===== src/rtl/rf_pkg.sv =====
// Shared constants and types for the register-file writeback controller.
//   DSIZE : data width of a register
//   NREG  : number of architectural registers
//   RSIZE : register address width
//   wb_entry_t : one queued load writeback {live, addr, data}
package rf_pkg;

    localparam int unsigned DSIZE = 16;
    localparam int unsigned NREG  = 16;
    localparam int unsigned RSIZE = 4;

    typedef struct packed {
        logic             live;
        logic [RSIZE-1:0] addr;
        logic [DSIZE-1:0] data;
    } wb_entry_t;

endpackage


===== src/rtl/wb_kill_fifo.sv =====
// Circular queue of pending load writebacks whose entries can be killed in place.
//   clk_i, rst_ni   : clock, asynchronous active-low reset
//   push_i          : write push_entry_i at the tail
//   pop_i           : retire the head entry
//   kill_en_i       : clear the live bit of every entry whose addr equals kill_addr_i
//   head_o          : current head entry (meaningful only when count_o != 0)
//   count_o         : occupied entries, live and dead
//   entries_o       : full storage array, used for the pending decode
module wb_kill_fifo
    import rf_pkg::*;
#(
    parameter int unsigned DEPTH = 4
) (
    input  logic                           clk_i,
    input  logic                           rst_ni,
    input  logic                           push_i,
    input  wb_entry_t                      push_entry_i,
    input  logic                           pop_i,
    input  logic                           kill_en_i,
    input  logic [RSIZE-1:0]               kill_addr_i,
    output wb_entry_t                      head_o,
    output logic [$clog2(DEPTH+1)-1:0]     count_o,
    output wb_entry_t [DEPTH-1:0]          entries_o
);

    localparam int unsigned PW = $clog2(DEPTH);
    localparam int unsigned CW = $clog2(DEPTH+1);

    wb_entry_t [DEPTH-1:0] mem_q, mem_d;
    logic [PW-1:0]         head_q, head_d;
    logic [PW-1:0]         tail_q, tail_d;
    logic [CW-1:0]         count_q, count_d;

    always_comb begin
        mem_d   = mem_q;
        head_d  = head_q;
        tail_d  = tail_q;
        count_d = count_q;

        if (kill_en_i) begin
            for (int unsigned i = 0; i < DEPTH; i++) begin
                if (mem_q[i].addr == kill_addr_i) begin
                    mem_d[i].live = 1'b0;
                end
            end
        end

        // Retired slots are cleared so the pending decode can scan the whole array.
        if (pop_i) begin
            mem_d[head_q].live = 1'b0;
            head_d             = head_q + PW'(1);
        end

        // Push never targets the popped slot: pushes only happen when not full.
        if (push_i) begin
            mem_d[tail_q] = push_entry_i;
            tail_d        = tail_q + PW'(1);
        end

        unique case ({push_i, pop_i})
            2'b10:   count_d = count_q + CW'(1);
            2'b01:   count_d = count_q - CW'(1);
            default: count_d = count_q;
        endcase
    end

    always_ff @(posedge clk_i or negedge rst_ni) begin
        if (!rst_ni) begin
            mem_q   <= '0;
            head_q  <= '0;
            tail_q  <= '0;
            count_q <= '0;
        end else begin
            mem_q   <= mem_d;
            head_q  <= head_d;
            tail_q  <= tail_d;
            count_q <= count_d;
        end
    end

    assign head_o    = mem_q[head_q];
    assign count_o   = count_q;
    assign entries_o = mem_q;

endmodule


===== src/rtl/rf_writeback_ctrl.sv =====
// Write-port driver for the register file. ALU results issue the next edge with strict
// priority; load results queue in order and issue in cycles the ALU leaves free. A newer
// ALU write kills queued loads to the same register.
//   clk, rst                         : clock, asynchronous active-low reset
//   alu_valid/alu_waddr/alu_wdata    : ALU writeback request (no backpressure)
//   ld_valid/ld_waddr/ld_wdata       : load writeback request, accepted when ld_ready
//   rf_wen/rf_waddr/rf_wdata         : registered register-file write port
//   pending                          : per-register live queued write mask
//   fifo_count                       : occupied queue entries, live and dead
//   overflow_err                     : sticky, load presented while not ready
module rf_writeback_ctrl
    import rf_pkg::*;
#(
    parameter int unsigned DEPTH = 4
) (
    input  logic                           clk,
    input  logic                           rst,
    input  logic                           alu_valid,
    input  logic [RSIZE-1:0]               alu_waddr,
    input  logic [DSIZE-1:0]               alu_wdata,
    input  logic                           ld_valid,
    input  logic [RSIZE-1:0]               ld_waddr,
    input  logic [DSIZE-1:0]               ld_wdata,
    output logic                           ld_ready,
    output logic                           rf_wen,
    output logic [RSIZE-1:0]               rf_waddr,
    output logic [DSIZE-1:0]               rf_wdata,
    output logic [NREG-1:0]                pending,
    output logic [$clog2(DEPTH+1)-1:0]     fifo_count,
    output logic                           overflow_err
);

    localparam int unsigned CW = $clog2(DEPTH+1);
    localparam logic [CW-1:0] DepthCnt = CW'(DEPTH);

    wb_entry_t             head;
    wb_entry_t             push_entry;
    wb_entry_t [DEPTH-1:0] entries;
    logic [CW-1:0]         count;

    logic alu_issue, ld_push, head_valid, ld_issue, ld_pop;

    logic             wen_q, wen_d;
    logic [RSIZE-1:0] waddr_q, waddr_d;
    logic [DSIZE-1:0] wdata_q, wdata_d;
    logic             ovf_q, ovf_d;

    assign alu_issue  = alu_valid && (alu_waddr != '0);
    assign ld_ready   = (count < DepthCnt);
    assign ld_push    = ld_valid && ld_ready && (ld_waddr != '0);
    assign head_valid = (count != '0);
    assign ld_issue   = head_valid && head.live && !alu_issue;
    // Dead heads retire every cycle, even under an ALU write, so they never block the queue.
    assign ld_pop     = head_valid && (!head.live || !alu_issue);

    // A same-cycle load is older than the ALU result, so it is born dead on a match.
    assign push_entry = '{live: !(alu_issue && (ld_waddr == alu_waddr)),
                          addr: ld_waddr,
                          data: ld_wdata};

    wb_kill_fifo #(
        .DEPTH (DEPTH)
    ) u_fifo (
        .clk_i        (clk),
        .rst_ni       (rst),
        .push_i       (ld_push),
        .push_entry_i (push_entry),
        .pop_i        (ld_pop),
        .kill_en_i    (alu_issue),
        .kill_addr_i  (alu_waddr),
        .head_o       (head),
        .count_o      (count),
        .entries_o    (entries)
    );

    // Retired slots are dead, so scanning every slot gives exactly the live queued writes.
    always_comb begin
        pending = '0;
        for (int unsigned i = 0; i < DEPTH; i++) begin
            if (entries[i].live) begin
                pending[entries[i].addr] = 1'b1;
            end
        end
    end

    always_comb begin
        wen_d   = 1'b0;
        waddr_d = waddr_q;
        wdata_d = wdata_q;
        if (alu_issue) begin
            wen_d   = 1'b1;
            waddr_d = alu_waddr;
            wdata_d = alu_wdata;
        end else if (ld_issue) begin
            wen_d   = 1'b1;
            waddr_d = head.addr;
            wdata_d = head.data;
        end
        ovf_d = ovf_q || (ld_valid && !ld_ready);
    end

    always_ff @(posedge clk or negedge rst) begin
        if (!rst) begin
            wen_q   <= 1'b0;
            waddr_q <= '0;
            wdata_q <= '0;
            ovf_q   <= 1'b0;
        end else begin
            wen_q   <= wen_d;
            waddr_q <= waddr_d;
            wdata_q <= wdata_d;
            ovf_q   <= ovf_d;
        end
    end

    assign rf_wen       = wen_q;
    assign rf_waddr     = waddr_q;
    assign rf_wdata     = wdata_q;
    assign fifo_count   = count;
    assign overflow_err = ovf_q;

endmodule


===== config.mk =====
export PLATFORM = sky130hd
export DESIGN_NAME = rf_writeback_ctrl
export DESIGN_NICKNAME = d
export VERILOG_FILES = /design/src/rtl/rf_pkg.sv /design/src/rtl/wb_kill_fifo.sv /design/src/rtl/rf_writeback_ctrl.sv
export SDC_FILE = /design/constraint.sdc
export NUM_CORES = 1
export LEC_CHECK = 0
export BUFFER_PORTS_ARGS = -buffer_cell sky130_fd_sc_hd__buf_2
export CORE_ASPECT_RATIO = 0.9
export CORE_MARGIN = 2
export CORE_UTILIZATION = 50
export DETAILED_ROUTE_END_ITERATION = 8
export GPL_TIMING_DRIVEN = 0
export PLACE_DENSITY = 0.71
export SYNTH_ARGS = -nofsm -noshare
export SYNTH_HDL_FRONTEND = slang
export SYNTH_HIERARCHICAL = 1
export SYNTH_SLANG_ARGS = --single-unit

===== constraint.sdc =====
create_clock -name clk -period 3.5 [get_ports clk]
set_input_delay 0.35 -clock clk [delete_from_list [all_inputs] [get_ports clk]]
set_output_delay 0.35 -clock clk [all_outputs]
set_load 0.02 [all_outputs]

==> impl_metrics.csv <==
group,metric,value,unit
cts,cts_made_buffers,17,
setup_path,cp-start-kind,"register",
setup_path,worst_setup_path_end_kind,"register",
synthesis,synth.most_common_cell,"dfrtp_1",
drt,drt-initial-drc-count,356,
cts,cts.sinks,113,
timing,final_max_slew_viol_count,0,
floorplanning,die-height,108,um
synthesis,syn_nets,529,
drt,ant_nets,0,
power_and_ir_drop,switchingPower,2.60,mW
synthesis,synth.area.top_cells,"dfrtp_1 (47%), mux2_4 (9.0%), mux2_2 (8.2%)",
timing,period_needed,2460,ps
synthesis,netlist_area,0.00604,sq mm
floorplanning,coreArea,0.0119,sq mm
drt,via_count,4400,
power_and_ir_drop,internal_power,4.61,mW
timing,hold_violations,0,
drt,post-route-drc-count,0,
drt,wl,15.2,mm
grt,grtUsageTotal,26.0,%
drt,drtPass1Iterations,6,
grt,grt_overflow,0,
synthesis,synth_common_cells,"dfrtp_1 (113), mux2_2 (44), a21oi_1 (41)",
setup_path,path_class,"register to register",
floorplanning,die_w,120,um
floorplanning,row_count,38,
synthesis,yosysTopAreaCell,"dfrtp_1",
synthesis,yosysWarnings,6,
synthesis,ys_seq_area_share,46.8,%
timing,clock_skew,9.14,ps
placement,port_buffers,85,
finish,area_growth,20.4,%
finish,regArea,0.00283,sq mm
drt,maxUsedRoutingLayer,"met4",
grt,antenna_found_initial,0,
grt,grt_pass1_vias,4722,
drt,avgRoutedWirePerCell,20.2,um
cts,cts_resized,0,
setup_path,cp.required,3830,ps
finish,drive_above_1_share,39.8,%
drt,dr_wl_met3,1.10,mm
power_and_ir_drop,clockPowerShare,23.0,%
timing,rsz0062_at_grt,"false",
finish,diodes,0,
drt,route.met2.wl,7.27,mm
synthesis,yosys.area.top_type_share,46.8,%
power_and_ir_drop,p_leak,3.45,nW
timing,tns,0,ps
timing,relSlewSlack,56.4,%
power_and_ir_drop,power.density,991,mW/mm^2
finish,nets,635,
floorplanning,io_pins,86,
grt,grt_max_degree,76,
setup_path,cp.arrival,2790,ps
drt,vias_per_cell,5.84,
cts,htreeDepth,4,
floorplanning,dieArea,0.0130,sq mm
timing,worst_pin_slew,654,ps
setup_path,crit_fanout,6,
cts,clockBufferDepth,2,
timing,finalSetupViolCount,0,
placement,gp_congestion,0.919,
finish,multi_input_area,0.00298,sq mm
synthesis,synth_flop_cell,"dfrtp_1",
power_and_ir_drop,worst_ir_drop_vdd,0.456,mV
cts,cts_tree,"yes",
power_and_ir_drop,pwr-share-seq,35.1,%
synthesis,synthDistinctLibCells,48,
grt,grt_pass1_wl,25.5,mm
drt,wl_met1,6.58,mm
cts,hold_buffers,1,
synthesis,synth_edf_count,0,
cts,cts_setup_buffers,0,
worst_hold_path,min_path_type,"input pin to register",
synthesis,syn_avg_cell_area,12.7,sq um
placement,dp_hpwl,10.6,mm
synthesis,ys_ff_latch,113,
cts,clk_latency,410,ps
floorplanning,start_util,50.6,%
run,maxCapViolCount,0,
timing,fmax,0.406,GHz
timing,fin_crit_sh,70.3,%
cts,clockRootBuffer,"clkbuf_16",
outcome,outcome,"complete, no violations",
power_and_ir_drop,p_sw_share,36.1,%
finish,fill_cells,969,
power_and_ir_drop,total_power,7.20,mW
synthesis,ys_async_sr_fraction,100,%
synthesis,synthCells,475,
cts,clkTransAtPathRegs,50,ps
power_and_ir_drop,comb_power_share,41.9,%
## cells by family (layout without fill, tap and decap cells)
group | after synthesis | in the layout | share of synthesized area [%]
buffers and inverters | 37 | 155 | 3.85
and+or+nand+nor | 101 | 101 | 8.39
muxes | 102 | 102 | 25.3
DFF | 113 | 113 | 46.8
xor gates and xnor gates | 25 | 25 | 3.63
AOI/OAI and AO/OA | 87 | 87 | 9.82
adders and majority gates | 10 | 10 | 2.20
## area by class of cell
class                   instances  area share (%)
multi-input cells             325            41.0
flip-flops and latches        113            38.9
clock buffers                  26            6.73
repair buffers                 87            6.40
well taps                     160            2.75
plain buffers                  23            2.48
clock inverters                 5            1.07
inverters                      14           0.723
## routing by layer
| metal | up-vias | GRT usage [%] |
|---|---|---|
| li1 | 1968 | - |
| met1 | 2212 | 34.9 |
| met2 | 195 | 40.9 |
| met3 | 25 | 7.12 |
| met4 | 0 | 9.33 |
| met5 | - | 0 |
## critical path, cell delays in order, from the launching register on
cell	delay (ps)
dfrtp_1	540
mux4_2	590
a21oi_1	200
ha_1	220
inv_1	60
fa_1	370
xor2_1	150
nor2_1	110
xor2_1	150
## cell usage in the layout (no fill, tap or decap), types with 4 or more instances in the layout
master,netlist,layout
nor2b_1,4,4
mux2_2,44,44
a21oi_1,41,41
mux2_4,36,36
xor2_1,18,18
nand3b_1,4,4
nand2_1,33,33
buf_6,9,9
a22oi_1,6,6
clkbuf_16,0,17
a31oi_1,4,4
a41oi_1,4,4
xnor2_1,7,7
inv_1,13,13
o22ai_1,5,5
buf_2,8,92
nor3_1,6,6
and3_1,9,9
dfrtp_1,113,113
ha_1,9,9
nand2b_1,4,4
a221o_1,4,4
nor2_1,25,25
mux4_2,19,19
clkbuf_1,4,10
o221ai_1,10,10
a32oi_1,4,4
## state kept, by name, summed over array words and instances, names as in the netlist
signal and flops:
u_fifo/entries_o 84, u_fifo/tail_q 2, u_fifo/head_q 2, rf_wdata 16, rf_waddr 4, overflow_err 1, u_fifo/count_o 3, rf_wen 1
## per-stage QoR
| stage | util, % | instances | worst slack, ps | instance area, sq um | hold WS, ps |
|---|---|---|---|---|---|
| floorplan | - | 475 | 1210 | 6040 | 54.4 |
| global placement | 55.8 | 720 | 794 | 6660 | 436 |
| detailed placement | 56.1 | 721 | 765 | 6690 | 371 |
| CTS | 60.9 | 753 | 1040 | 7270 | 155 |
| global route | 60.9 | 753 | 820 | 7270 | 168 |
| finish | 60.9 | 753 | 1040 | 7270 | 161 |
## power groups by stage
stage | Sequential [mW] | Clock [mW] | Combinational, mW
after global placement | 2.48 | 0 | 2.91
after detailed placement | 2.53 | 0 | 3.00
after floorplan | 2.48 | 0 | 2.18
final | 2.53 | 1.66 | 3.02
after global routing | 2.62 | 1.75 | 3.30
after CTS | 2.52 | 1.68 | 3.02
## path summary, 6_finish.rpt
path | startpoint | end | slack, ps | depth (start not counted)
worst max-delay path | u_fifo/head_q[1]$_DFFE_PN0P_ | u_fifo/count_o[2]$_DFFE_PN0P_ | 1040 | 8
worst min-delay path | ld_valid | overflow_err$_DFF_PN0_ | 160 | 2
worst max register to register | u_fifo/head_q[1]$_DFFE_PN0P_ | u_fifo/count_o[2]$_DFFE_PN0P_ | 1040 | 8
worst min register to register | overflow_err$_DFF_PN0_ | overflow_err$_DFF_PN0_ | 460 | 1
max in group asynchronous | rst | u_fifo/entries_o[50]$_DFFE_PN0P_ | 2300 | 3
min in group asynchronous | rst | u_fifo/entries_o[47]$_DFFE_PN0P_ | 460 | 2
Note: power is estimated with default switching activity, not from simulation.
